[src/rtl/irq_encoder8to3_pkg.sv]
// Shared definitions for the 8-to-3 interrupt priority encoder.
//   NUM_LINES  : number of request lines
//   CODE_W     : width of the presented code
//   state_e    : presentation FSM state encoding
//   line_mask  : one-hot mask for a line index
package irq_encoder8to3_pkg;

  localparam int unsigned NUM_LINES = 8;
  localparam int unsigned CODE_W    = $clog2(NUM_LINES);

  typedef enum logic {
    StIdle    = 1'b0,
    StPresent = 1'b1
  } state_e;

  function automatic logic [NUM_LINES-1:0] line_mask(input logic [CODE_W-1:0] idx);
    return NUM_LINES'(1) << idx;
  endfunction

endpackage

[src/rtl/prio_sel8.sv]
// Combinational priority selector over the pending request bits.
//   HIGH_FIRST : 1 = highest index wins, 0 = lowest index wins
//   pending_i  : pending request bits
//   idx_o      : index of the winning bit (0 when none set)
//   any_o      : at least one bit is set
module prio_sel8
  import irq_encoder8to3_pkg::*;
#(
  parameter bit HIGH_FIRST = 1'b1
) (
  input  logic [NUM_LINES-1:0] pending_i,
  output logic [CODE_W-1:0]    idx_o,
  output logic                 any_o
);

  // Later assignments overwrite earlier ones, so scan towards the winning end.
  always_comb begin
    idx_o = '0;
    for (int unsigned i = 0; i < NUM_LINES; i++) begin
      if (HIGH_FIRST) begin
        if (pending_i[i]) idx_o = CODE_W'(i);
      end else begin
        if (pending_i[NUM_LINES-1-i]) idx_o = CODE_W'(NUM_LINES-1-i);
      end
    end
  end

  assign any_o = |pending_i;

endmodule

[src/rtl/irq_encoder8to3.sv]
// Edge-detecting interrupt encoder with a valid/ack presentation handshake.
//   clk, reset     : clock and synchronous active-high reset
//   e1, ne2, ne3   : enables; active when e1 & ~ne2 & ~ne3
//   req_n          : active-low request lines; falling edges latch into pending
//   ack            : consumer accepts the presented code
//   valid, code    : presented request index, held until ack
//   gs_n           : low when any pending bit is set
//   pending        : registered pending request bits
module irq_encoder8to3
  import irq_encoder8to3_pkg::*;
#(
  parameter bit HIGH_FIRST = 1'b1
) (
  input  logic                 clk,
  input  logic                 reset,
  input  logic                 e1,
  input  logic                 ne2,
  input  logic                 ne3,
  input  logic [NUM_LINES-1:0] req_n,
  input  logic                 ack,
  output logic                 valid,
  output logic [CODE_W-1:0]    code,
  output logic                 gs_n,
  output logic [NUM_LINES-1:0] pending
);

  state_e                 state_q, state_d;
  logic [CODE_W-1:0]      code_q, code_d;
  logic [NUM_LINES-1:0]   req_q;
  logic [NUM_LINES-1:0]   pending_q, pending_d;
  logic [NUM_LINES-1:0]   assert_edge;
  logic [NUM_LINES-1:0]   clr_mask;
  logic [CODE_W-1:0]      sel_idx;
  logic                   sel_any;
  logic                   enabled;
  logic                   ack_take;

  prio_sel8 #(
    .HIGH_FIRST(HIGH_FIRST)
  ) u_prio_sel8 (
    .pending_i(pending_q),
    .idx_o    (sel_idx),
    .any_o    (sel_any)
  );

  assign enabled     = e1 & ~ne2 & ~ne3;
  assign assert_edge = req_q & ~req_n;
  assign ack_take    = (state_q == StPresent) & ack;
  assign clr_mask    = ack_take ? line_mask(code_q) : '0;
  // Clear first, then set: a fresh edge on the acked line keeps it pending.
  assign pending_d   = (pending_q & ~clr_mask) | assert_edge;

  // State register. req_q resets to all-ones so a line held low through
  // reset is seen as a new assertion once reset releases.
  always_ff @(posedge clk) begin
    if (reset) begin
      state_q   <= StIdle;
      code_q    <= '0;
      pending_q <= '0;
      req_q     <= '1;
    end else begin
      state_q   <= state_d;
      code_q    <= code_d;
      pending_q <= pending_d;
      req_q     <= req_n;
    end
  end

  // Next-state logic. Leaving PRESENT always lands in IDLE for at least one
  // cycle, which gives valid its minimum low gap.
  always_comb begin
    state_d = state_q;
    code_d  = code_q;
    unique case (state_q)
      StIdle: begin
        if (enabled && sel_any) begin
          state_d = StPresent;
          code_d  = sel_idx;
        end
      end
      StPresent: begin
        if (ack) begin
          state_d = StIdle;
          code_d  = '0;
        end
      end
      default: begin
        state_d = StIdle;
        code_d  = '0;
      end
    endcase
  end

  // Outputs.
  always_comb begin
    valid   = (state_q == StPresent);
    code    = valid ? code_q : '0;
    gs_n    = ~|pending_q;
    pending = pending_q;
  end

endmodule

[config.mk]
export PLATFORM = sky130hd
export DESIGN_NAME = irq_encoder8to3
export DESIGN_NICKNAME = d
export VERILOG_FILES = /design/src/rtl/irq_encoder8to3_pkg.sv /design/src/rtl/prio_sel8.sv /design/src/rtl/irq_encoder8to3.sv
export SDC_FILE = /design/constraint.sdc
export NUM_CORES = 1
export LEC_CHECK = 0
export CORE_MARGIN = 1
export CORE_UTILIZATION = 40
export CTS_BUF_LIST = sky130_fd_sc_hd__clkbuf_4 sky130_fd_sc_hd__clkbuf_8
export DETAILED_ROUTE_END_ITERATION = 7
export DONT_BUFFER_PORTS = 1
export SETUP_SLACK_MARGIN = 0.05
export SYNTH_ARGS = -nofsm -noshare
export SYNTH_HDL_FRONTEND = slang
export SYNTH_SLANG_ARGS = --single-unit
export TNS_END_PERCENT = 50
[constraint.sdc]
create_clock -name clk -period 2.7 [get_ports clk]
set_input_delay 0.54 -clock clk [delete_from_list [all_inputs] [get_ports clk]]
set_output_delay 0.54 -clock clk [all_outputs]
set_load 0.05 [all_outputs]
==> results.md <==
* IO Pins at 27
* Wire per inst at between 10 and 15 um
* Critical Path RT at 2160 ps
* Rel. slew slack at 55.8%
* Post-CTS resize count at 0
* Largest net degree at the start of global routing at 21
* Post-CTS Setup Bufs at 0
* Final period util at 86.0%
* Kind of end point of the critical path: output pin
* ANT cells at 0
* Nets at 104
* Clk sink count at 20
* Clock skew at 9.33 ps
* Vias/cell at 5.36
* Clock latency on the worst-skew pair at ~300 ps
* Vert. Die Dim at 46.9 um
* Clock edge transition at the registers on the reported setup and hold paths at ~100 ps
* Placement Setup Slack at 706 ps
* Area grow syn2layout at 6.68%
* #FFs+latches synth at 20
* Tmin final at 2320 ps
* Root buffer cell: clkbuf_4
* Layout cells sized above 1 at 21.6%
* CTS tree: done
* Slew Viols, Final at 0
* Max IR drop VDD at 302 uV
* H-Tree Depth at 1
* Slowest CP cell: or4_4
* Placed cell areas at 837 um^2
* Worst-path cell chain: or4_4 -> nor2_1 -> buf_4
* Crit path arrival time at 1780 ps
* Chip width at 46.9 um
* Final setup margin at about 380 ps
* IO buf count at 0
* First-pass GRT wire length at approximately 2.3 mm
* Mapped cell area at 806 um^2
* Initial antenna violation count at 0
* CTS Buf Count at 3
* Routed WL at 1.50 mm
* Slowest stage delay, CP at approximately 640 ps
* Gr usage total at 15.9%
* Sequential share of the synthesized area at 49.7%
* Most frequent cells in the layout: 20 x dfxtp_1, 11 x nand2b_1, 11 x a21oi_1
* Hold Fails Final Rpt at 0
* Hold Slack at approximately 300 ps
* Critical path startpoint category: flop
* Post-DRT Antenna Nets at 0
* Layout Cells excl Fill at 113
* Syn avg cell area at roughly 9.4 um^2
* Clock buffer depth at 2
* Pleak at between 0.3 and 0.4 nW
* Post-Place Cells at 110
* Syn_nets at 100
* Fin Setup TNS at 0 ps
* Status: finished, final reports clean
* Max cap viols at 0
* Gate Count Post-Synth at 86
* Via count of the first global-routing pass at between 500 and 600
* Commonest non-fill, non-tap cell in the layout: dfxtp_1
* Vias at 606
* RSZ-0062 raised after global routing: no
* Residual DRC count at 0
* Hold-fix buffers at CTS at 0
* Hold Crit Class: input pin to flop
* FP Rows at 15
* Cell area power density at 642 mW/mm^2
* Final setup fails at 0
* Die area at 0.00220 mm^2
* Post-route cell area at 860 um^2
* Yosys cell types at 20
* Iter 0 DRT Violations at 18
* Yosys warns at 0
* Initial Util at between 40% and 50%
* HPWL Detailed at 1.12 mm
* Max FO, Critical Path at 4
* Routability Congestion at about 0.76
* Core box area at around 0.0018 mm^2
* GRT overflow at 0
* Worst Tran Pin Value at 662 ps
* Drt first pass iters at 4
* Crit path kind: flop to output pin
* F_max at roughly 0.43 GHz
==> report_power, final <==
group	switching [W]	leakage, nW	internal, W
logic	0.0000256	0.127	0.0000274
clock network	0.0000812	0.0138	0.0000520
registers	0.0000521	0.166	0.000313
total	0.000159	0.307	0.000393
==> layout make-up <==
class / count / area, um^2
inverters: 1 / 3.75
repair buffers: 1 / 7.51
multi-input cells: 63 / 394
clock buffers: 3 / 22.5
well taps: 25 / 31.3
fillers: 190 / 942
flip-flops and latches: 20 / 400
==> synth_stat cells, drive strengths merged <==
cell | number | area, um^2
or2 | 9 | 56.3
nand2b | 11 | 68.8
inv | 1 | 3.75
a32oi | 1 | 8.76
a221oi | 1 | 15.0
nor4b | 1 | 15.0
nand2 | 4 | 15.0
nor2 | 5 | 18.8
a21oi | 11 | 55.1
clkbuf | 2 | 7.51
o21ai | 8 | 51.3
and2 | 3 | 18.8
o31ai | 2 | 15.0
a21o | 1 | 8.76
o21bai | 1 | 7.51
dfxtp | 20 | 400
or2b | 1 | 7.51
or4 | 2 | 22.5
nand3 | 2 | 10.0
==> worst max-delay path, delay by kind of cell (launching register included) <==
family,cells,cell delay [ps]
buf+inv,1,210
flops,1,500
simple gates,2,770
==> cells by family (layout without fill, tap and decap cells) <==
logic type / Yosys count / in the layout / share of synthesized area [%]
compound gates: 25 / 25 / 20.0
flops: 20 / 20 / 49.7
buf+inv: 3 / 5 / 1.40
simple gates: 38 / 38 / 28.9
==> through the flow <==
| step | util [%] | power, W |
|---|---|---|
| 2_1_floorplan | - | 0.000416 |
| 3_3_place_gp | 46.5 | 0.000424 |
| 3_5_place_dp | 46.5 | 0.000426 |
| 4_1_cts | 47.7 | 0.000557 |
| 5_1_grt | 47.7 | 0.000581 |
| 6_report | 47.7 | 0.000552 |
==> path summary, 6_finish.rpt <==
kind                         start                endpoint  slack, ps  cells after the start
min                          reset   pending[3]$_SDFF_PP0_        300                      1
max          pending[1]$_SDFF_PP0_                    gs_n        380                      3
min reg2reg    req_q[6]$_SDFF_PP1_   pending[6]$_SDFF_PP0_        450                      2
max reg2reg  pending[1]$_SDFF_PP0_  code_q[0]$_SDFFE_PP0P_        890                      4
==> per-layer routing <==
metal | global-route usage [%] | routed length (um) | up-vias
li1 | - | - | 303
met1 | 18.8 | 704 | 271
met2 | 24.4 | 651 | 27
met3 | 5.77 | 106 | 5
met4 | 10.3 | 38 | 0
met5 | 0 | 0 | -
==> sequential cells by signal, indices dropped and copies added (netlist names) <==
signal,count
pending,8
req_q,8
valid,1
code_q,3
(Power assumes the default switching activity.)
